==> src/rtl/ticket_server_if.sv <==
// ticket_server_if
//   Bundles the client-facing signals of the take-a-number server.
//   Ports (seen from the slave = server side):
//     req        in   HIPROC+1  per-client ticket request
//     rel        in   HIPROC+1  per-client release of the critical section
//     grant      out  HIPROC+1  one-hot-or-zero critical-section grant
//     nowServing out  TKMSB+1   ticket currently being called
//     nextTicket out  TKMSB+1   ticket the next issue hands out
//     holders    out  SELMSB+1  clients currently WAITING or SERVED
//
// Handshake: there is no valid/ready pair. A client holds req high until it
// sees its ticket taken (it leaves IDLE), then waits for grant; it pulses
// rel while granted to leave. Inputs are level-sampled on each posedge and
// only honoured in the client state noted above; all outputs are registered.
interface ticket_server_if #(
  parameter int TKMSB  = 2,
  parameter int HIPROC = 1,
  parameter int SELMSB = 1
);
  logic [HIPROC:0] req;
  logic [HIPROC:0] rel;
  logic [HIPROC:0] grant;
  logic [TKMSB:0]  nowServing;
  logic [TKMSB:0]  nextTicket;
  logic [SELMSB:0] holders;

  // master = client side (drives requests), slave = server side
  modport master (
    output req,
    output rel,
    input  grant,
    input  nowServing,
    input  nextTicket,
    input  holders
  );

  modport slave (
    input  req,
    input  rel,
    output grant,
    output nowServing,
    output nextTicket,
    output holders
  );
endinterface

==> src/rtl/ticket_server.sv <==
// ticket_server
//   Central take-a-number server. Clients request a ticket, the server hands
//   out wrapping ticket numbers, and calls exactly one ticket holder at a
//   time into the critical section, strictly in ticket order.
//   Ports:
//     clock      in   single clock, all state changes on posedge
//     reset      in   synchronous active-high reset, overrides everything
//     bus        slave modport of ticket_server_if (req/rel in, grant,
//                nowServing, nextTicket, holders out)
//     state_dbg  out  per-client state, 2 bits per client, client i at
//                [2*i +: 2] (0 = IDLE, 1 = WAITING, 2 = SERVED)
module ticket_server #(
  parameter int TKMSB  = 2,
  parameter int HIPROC = 1,
  parameter int SELMSB = 1
) (
  input  logic                     clock,
  input  logic                     reset,
  ticket_server_if.slave           bus,
  output logic [2*(HIPROC+1)-1:0]  state_dbg
);

  localparam int TKW = TKMSB + 1;
  localparam int HW  = SELMSB + 1;
  localparam int NC  = HIPROC + 1;

  typedef enum logic [1:0] {
    IDLE    = 2'd0,
    WAITING = 2'd1,
    SERVED  = 2'd2
  } client_state_t;

  // ---------------------------------------------------------------------
  // State
  // ---------------------------------------------------------------------
  client_state_t  state_q [NC];
  client_state_t  state_d [NC];
  logic [TKMSB:0] tk_q    [NC];
  logic [TKMSB:0] tk_d    [NC];

  logic [TKMSB:0]  next_q, next_d;
  logic [TKMSB:0]  now_q,  now_d;
  logic [HIPROC:0] grant_q, grant_d;
  logic [SELMSB:0] holders_q, holders_d;

  // Per-cycle event decode, all derived from start-of-cycle state
  logic [HIPROC:0] issue_oh;
  logic [HIPROC:0] call_oh;
  logic [HIPROC:0] rel_oh;
  logic            served_any;
  logic            issue_found;

  // ---------------------------------------------------------------------
  // State register
  // ---------------------------------------------------------------------
  always_ff @(posedge clock) begin
    if (reset) begin
      for (int i = 0; i < NC; i++) begin
        state_q[i] <= IDLE;
        tk_q[i]    <= '0;
      end
      next_q    <= '0;
      now_q     <= '0;
      grant_q   <= '0;
      holders_q <= '0;
    end else begin
      for (int i = 0; i < NC; i++) begin
        state_q[i] <= state_d[i];
        tk_q[i]    <= tk_d[i];
      end
      next_q    <= next_d;
      now_q     <= now_d;
      grant_q   <= grant_d;
      holders_q <= holders_d;
    end
  end

  // ---------------------------------------------------------------------
  // Next-state logic
  // ---------------------------------------------------------------------
  always_comb begin
    for (int i = 0; i < NC; i++) begin
      state_d[i] = state_q[i];
      tk_d[i]    = tk_q[i];
    end
    next_d      = next_q;
    now_d       = now_q;
    grant_d     = '0;
    holders_d   = '0;
    issue_oh    = '0;
    call_oh     = '0;
    rel_oh      = '0;
    served_any  = 1'b0;
    issue_found = 1'b0;

    for (int i = 0; i < NC; i++) begin
      if (state_q[i] == SERVED) served_any = 1'b1;
    end

    // Issue: lowest-index IDLE requester wins; others retry next cycle.
    for (int i = 0; i < NC; i++) begin
      if (!issue_found && state_q[i] == IDLE && bus.req[i]) begin
        issue_oh[i] = 1'b1;
        issue_found = 1'b1;
      end
    end

    // Call only into an empty critical section. Tickets are unique among
    // holders, so at most one WAITING client can match nowServing. Pure
    // equality keeps wrap-around from reordering service.
    for (int i = 0; i < NC; i++) begin
      call_oh[i] = !served_any && state_q[i] == WAITING && tk_q[i] == now_q;
      rel_oh[i]  = state_q[i] == SERVED && bus.rel[i];
    end

    // The three events touch disjoint source states (IDLE, WAITING,
    // SERVED), so a client sees at most one of them. A SERVED client that
    // asserts req and rel together only releases: issue looks at IDLE as
    // of the start of the cycle.
    for (int i = 0; i < NC; i++) begin
      if (rel_oh[i]) begin
        state_d[i] = IDLE;
      end else if (issue_oh[i]) begin
        state_d[i] = WAITING;
        tk_d[i]    = next_q;
      end else if (call_oh[i]) begin
        state_d[i] = SERVED;
      end
    end

    if (issue_found) next_d = next_q + TKW'(1);
    if (|rel_oh)     now_d  = now_q + TKW'(1);

    // grant and holders are registered views of the next state, so they
    // change in the same update as the client states they describe.
    for (int i = 0; i < NC; i++) begin
      grant_d[i] = (state_d[i] == SERVED);
      if (state_d[i] != IDLE) holders_d = holders_d + HW'(1);
    end
  end

  // ---------------------------------------------------------------------
  // Outputs
  // ---------------------------------------------------------------------
  assign bus.grant      = grant_q;
  assign bus.nowServing = now_q;
  assign bus.nextTicket = next_q;
  assign bus.holders    = holders_q;

  for (genvar g = 0; g < NC; g++) begin : g_dbg
    assign state_dbg[2*g +: 2] = state_q[g];
  end

  // ---------------------------------------------------------------------
  // Invariants
  // ---------------------------------------------------------------------
  // Outstanding tickets equal the holder count; the widths differ, so both
  // sides are compared modulo the ticket space.
  logic [TKMSB:0] holders_tk;
  assign holders_tk = TKW'(holders_q);

  a_grant_onehot0 : assert property (@(posedge clock) disable iff (reset)
    $onehot0(grant_q));

  a_holders_count : assert property (@(posedge clock) disable iff (reset)
    (next_q - now_q) == holders_tk);

  for (genvar g = 0; g < NC; g++) begin : g_served_tk
    a_served_tk : assert property (@(posedge clock) disable iff (reset)
      (state_q[g] == SERVED) |-> (tk_q[g] == now_q));
  end

endmodule

==> src/flat_wrapper.sv <==
// flat-port wrapper written by rule: the top's interface ports become plain ports
module ticket_server_flat 
#(
  parameter int TKMSB  = 2,
  parameter int HIPROC = 1,
  parameter int SELMSB = 1
)
  (clock, reset, state_dbg, bus_req, bus_rel, bus_grant, bus_nowServing, bus_nextTicket, bus_holders);
  ticket_server_if #(.TKMSB(TKMSB), .HIPROC(HIPROC), .SELMSB(SELMSB)) bus_i ();
  input  logic clock;
  input  logic reset;
  output logic [2*(HIPROC+1)-1:0] state_dbg;
  input wire logic [$bits(bus_i.req)-1:0] bus_req;
  input wire logic [$bits(bus_i.rel)-1:0] bus_rel;
  output wire logic [$bits(bus_i.grant)-1:0] bus_grant;
  output wire logic [$bits(bus_i.nowServing)-1:0] bus_nowServing;
  output wire logic [$bits(bus_i.nextTicket)-1:0] bus_nextTicket;
  output wire logic [$bits(bus_i.holders)-1:0] bus_holders;
  assign bus_i.req = bus_req;
  assign bus_i.rel = bus_rel;
  assign bus_grant = bus_i.grant;
  assign bus_nowServing = bus_i.nowServing;
  assign bus_nextTicket = bus_i.nextTicket;
  assign bus_holders = bus_i.holders;
  ticket_server #(.TKMSB(TKMSB), .HIPROC(HIPROC), .SELMSB(SELMSB)) u_core (.clock(clock), .reset(reset), .bus(bus_i), .state_dbg(state_dbg));
endmodule
==> config.mk <==
export PLATFORM = sky130hd
export DESIGN_NAME = ticket_server_flat
export DESIGN_NICKNAME = d
export VERILOG_FILES = /design/src/rtl/ticket_server_if.sv /design/src/rtl/ticket_server.sv /design/src/flat_wrapper.sv
export SDC_FILE = /design/constraint.sdc
export NUM_CORES = 1
export LEC_CHECK = 0
export CORE_ASPECT_RATIO = 1.25
export CORE_UTILIZATION = 40
export DETAILED_ROUTE_END_ITERATION = 16
export GPL_ROUTABILITY_DRIVEN = 0
export GPL_TIMING_DRIVEN = 0
export PLACE_DENSITY = 0.71
export SYNTH_ARGS = -nofsm -noshare
export SYNTH_HDL_FRONTEND = slang
export SYNTH_SLANG_ARGS = --single-unit
==> constraint.sdc <==
create_clock -name clock -period 2.7 [get_ports clock]
set_input_delay 0.81 -clock clock [delete_from_list [all_inputs] [get_ports clock]]
set_output_delay 0.81 -clock clock [all_outputs]
set_load 0.02 [all_outputs]
* After elaboration in Yosys (flattened, before gate mapping) *
Memories as Yosys holds them, arrays and structs flattened.
Cells that the tools add are included.

cells by class
  add/subtract/negate cells = 3
  $mul = 0
  div/mod/pow operators = 0
  order comparisons = 0
  equality and inequality tests = 8
  shift operators = 0
  muxes and demuxes = 24
  bitwise logic cells = 4
  reductions and logical operators = 16

operators by type and width
  operator               number
  $mux W2                9
  $mux W3                6
  $logic_and A1 B1 Y1    9
  $mux W1                9
  $eq A2 B2 Y1 const B   4
  $add A3 B1 Y3 const B  2
  $eq A3 B3 Y1           2
  $eq A2 B1 Y1 const B   2
  $logic_not A2 Y1       2
  $or A1 B1 Y1           4
  $reduce_bool A2 Y1     2
  $add A1 B1 Y2 const B  1
  $logic_not A1 Y1       2
  $reduce_or A2 Y1       1

word-level totals
  bits in registers = 10
  latch bits = 0
  memory bits (writable) = 10
  bits in read-only memories = 0
  bits of input ports = 6
  output and inout bits = 14
  logic and storage cells = 61
  memories kept = 2

memories
  memory          words  width  read ports  clocked after memory_dff  write ports  RTL line             RTL
  u_core.tk_q     2      3      2           0                         2            ticket_server.sv:38  logic [TKMSB:0] tk_q [NC];
  u_core.state_q  2      2      2           0                         2            ticket_server.sv:36  client_state_t state_q [NC];

* Depth between registers and ports, before layout *
An unclocked memory read counts as a cell.

  depth in word-level cells = 14
  depth in mapped cells = 5
  depth with buffers taken out = 4

* Worst setup path after synthesis *
No wires, ideal clock.

  path kind = in2reg
  start point = input port bus_req[0]
  end point = register u_core.holders_q[0] (netlist: u_core.bus.holders[0])
  library setup time = 128 ps
  arrival time = 1,744 ps
  required time = 2,572 ps
  slack = 828 ps
  stages = 5
  buffers on the path = 1
  cell sequence = or3b_1 buf_6 a221oi_2 xnor2_1 nor2_1

on the way
  cells in the longest elaborated chain, start to end = 10
  elaborated cells on any way between the ends = 15
  classes of those cells = add/sub (1); mux (8); reduce/logical (6)

RTL lines
  element                            RTL line              RTL
  from (decl)                        flat_wrapper.sv:13    input wire logic [$bits(bus_i.req)-1:0] bus_req;
  $logic_and A1 B1 Y1 *              ticket_server.sv:102  if (!issue_found && state_q[i] == IDLE && bus.req[i]) begin
  $mux W1 *                          ticket_server.sv:102
  $logic_not A1 Y1                   ticket_server.sv:102
  $logic_and A1 B1 Y1 (2 in series)  ticket_server.sv:102
  $mux W1                            ticket_server.sv:102
  $mux W2                            ticket_server.sv:123  end else if (issue_oh[i]) begin
  $mux W2                            ticket_server.sv:121  if (rel_oh[i]) begin
  $reduce_bool A2 Y1                 ticket_server.sv:138  if (state_d[i] != IDLE) holders_d = holders_d + HW'(1);
  $mux W2 *                          ticket_server.sv:138
  to (signal assigned)               ticket_server.sv:74   holders_q <= holders_d;
  to (decl)                          ticket_server.sv:44   logic [SELMSB:0] holders_q, holders_d;

Every way passes the cells marked *; elsewhere a longest branch is shown, timed or not.
A chain may end at the register's enable or synchronous reset.

==> key figures <==
Drt
  • Post-Route WL: 1800 µm
  • DR WL/cell: 12.0 µm
  • Vias: approximately 730
  • Avg Vias per Cell: 4.88
  • DR pass1 iterations: 11
  • Initial DRC count: 9
  • Post-route ant nets: 0
  • Remaining DRCs: 1

Setup path
  • Worst path depth: 1
  • Largest delay share family, worst path: buffers and inverters
  • CP bufs+invs: 1
  • CP endpoint kind: output pin
  • Crit-path cells: clkdlybuf4s50_1
  • Crit-path max FO: 8
  • WP data arrival: 1.45 ns
  • WP data required: roughly 1.9 ns
  • Critical path type: register to output pin
  • Reg2reg path depth: 4
  • Startpoint Class: register
  • Critical Path Max Stage Delay: 0.66 ns
  • Slowest-stage cell, CP: clkdlybuf4s50_1

Layout
  • Storage cell area: 400 µm²
  • Most frequent cells in the layout: 20 x dfxtp_1, 19 x clkdlybuf4s50_1, 12 x nor2_1
  • Antenna Cells: 0
  • Commonest non-fill, non-tap cell in the layout: dfxtp_1
  • Fillcell total: 184
  • Ratio of cells with drive above 1 in the final layout: 5.83%
  • Final Instance Area: 1170 µm²
  • Area Overhead vs Synth: 31.4%
  • Nets: 129
  • Footprint of the multi-input gates: 465 µm²
  • Util after Layout: 57.2%

CTS
  • H-tree levels: 1
  • CTS tree: built
  • Inserted Clock Buffers: 3
  • Post-CTS Resized: 0
  • Hold buffers post-CTS: 0
  • Clock Pin Slew Worst Setup and Hold Paths: 0.12 ns
  • Clk_lat worst skew: 0.31 ns
  • Setup Fix Bufs, Post-CTS: 0
  • Root buffer selected by CTS: clkbuf_4
  • Sink Count: 20
  • CTS Buffer Depth: 2

Timing
  • RSZ-0062 raised after global routing: false
  • Slew Viols, Final: 0
  • Max Clock Freq: 0.442 GHz
  • TNS Setup: 0 ns
  • Final Hold Viols: 0
  • Final setup margin: 0.437 ns
  • Slew HR: around 51%
  • Tmin final: approximately 2.3 ns
  • Fin Clk Skew: 0.00781 ns
  • Hold WS: 0.482 ns
  • Final worst-path cycle share: 83.8%
  • Final Setup Violations: 0
  • Slew @ Worst Pin: 0.734 ns

Die
  • Initial core utilization: 43.5%
  • Std cell rows: 18
  • Height of the die: about 55 µm
  • I/O pin total: 20
  • Die W: 44.2 µm
  • Die ar.: 2420 µm²
  • Core Area: around 2000 µm²

Pwr
  • Int Power: 617 µW
  • Sw Ratio: roughly 31%
  • Sequential power share: 42.4%
  • Psw: approximately 270 µW
  • Clock power share: 27.8%
  • Worst VDD drop: 587 µV
  • Power Density: 760 nW/µm²
  • Combinational power share: around 30%
  • Pleak: 0.000445 µW

Status
  • Status: finished with violations
  • Failing checks: design-rule violations

GRT
  • Gr ovfl total: 0
  • First-pass GRT wire length: between 3000 and 4000 µm
  • Initial antenna violation count: 0
  • Global-route usage over all layers: 17.5%
  • Largest net degree at the start of global routing: 13
  • Vias in the first global route: about 700

Yosys
  • Sequential area share after synthesis: 44.9%
  • Syn Nets: 105
  • Mapped Cells: 97
  • Syn avg cell area: 9.20 µm²
  • Synth Cell Area: between 800 and 900 µm²
  • Netlist cell types: 26
  • FF+latch count, synth: 20
  • Yosys warning total: 0

Placement
  • Pre-CTS setup slack: 0.241 ns
  • Post-DP HPWL: approximately 1300 µm
  • Placed Instance Area: 1120 µm²
  • PortBufs: 19

Worst hold path
  • Worst Hold Class: register to register
  • Hold path cells: 2

Run
  • Max cap viols: 0
## final timing paths
path                                            from                 to  slack, ns
worst max-delay path            u_core.state_q[0][0]       state_dbg[0]       0.44
worst min register to register     u_core.tk_q[0][4]  u_core.tk_q[0][4]       0.48
worst max register to register  u_core.state_q[0][2]  u_core.tk_q[0][3]       1.06
worst min-delay path               u_core.tk_q[0][4]  u_core.tk_q[0][4]       0.48
## final cells by class
class | count | share of cell area, %
inverters | 2 | 0.640
clock inverters | 1 | 2.56
flip-flops and latches | 20 | 34.2
clock buffers | 3 | 1.92
plain buffers | 3 | 1.60
multi-input cells | 72 | 39.7
repair buffers | 19 | 16.2
well taps | 30 | 3.20
## flip-flops by register name, indices dropped and copies added (netlist names)
name	count
u_core.bus.nowServing	3
u_core.bus.nextTicket	3
u_core.state_q	4
u_core.tk_q	6
u_core.bus.grant	2
u_core.bus.holders	2
## cells by family after synthesis
group | Yosys count | share of synthesized area, %
xor+xnor | 10 | 9.82
compound gates | 17 | 12.8
flops | 20 | 44.9
mux | 4 | 4.49
simple gates | 39 | 22.3
buf+inv | 5 | 2.95
fa+ha+maj | 2 | 2.80
## metrics by stage
stage / instances / total power, µW
6_report: 150 / 891
5_1_grt: 150 / 938
4_1_cts: 150 / 892
3_5_place_dp: 146 / 649
3_3_place_gp: 146 / 640
2_1_floorplan: 97 / 545
## worst register-to-register path, stage by stage, from the launching register on
cell and delay, ns:
dfxtp_1 0.39, nor3b_1 0.65, and2_1 0.34, nand2_1 0.08, a21oi_1 0.13
## synth_stat cells
master | n | area share [%]
xor2_1 | 4 | 3.9
nor2_1 | 12 | 5.0
buf_1 | 2 | 0.84
and2_1 | 1 | 0.70
nor3_1 | 2 | 1.1
ha_1 | 2 | 2.8
a21oi_1 | 7 | 3.9
buf_6 | 1 | 1.3
a31o_2 | 1 | 0.98
dfxtp_1 | 20 | 45
nor3b_1 | 3 | 2.5
nor4b_1 | 2 | 2.0
o21ai_0 | 3 | 1.7
nand2_1 | 9 | 3.8
inv_1 | 2 | 0.84
a221oi_2 | 1 | 1.7
mux2i_1 | 4 | 4.5
o2bb2ai_1 | 1 | 0.98
nor2b_1 | 4 | 2.8
or3b_1 | 1 | 0.98
xnor2_1 | 6 | 5.9
a22o_1 | 1 | 0.98
nand3_1 | 2 | 1.1
and2b_1 | 1 | 0.84
a211oi_1 | 3 | 2.5
nand2b_1 | 2 | 1.4
## metal layers
metal	vias to the layer above	part of all wire, %	global-route usage, %
met5	-	0	0
li1	379	-	-
met2	15	51	32.4
met3	2	3.8	3.96
met1	336	44	19.4
met4	0	1.2	6.06
## power groups by stage
| stage | clock (µW) | combinational, µW | sequential [µW] |
|---|---|---|---|
| 6_report | 248 | 265 | 378 |
| 5_1_grt | 262 | 292 | 384 |
| 4_1_cts | 247 | 268 | 378 |
| 3_5_place_dp | 0 | 265 | 384 |
| 3_3_place_gp | 0 | 258 | 383 |
| 2_1_floorplan | 0 | 127 | 417 |
Power figures use the tool's default switching activity.
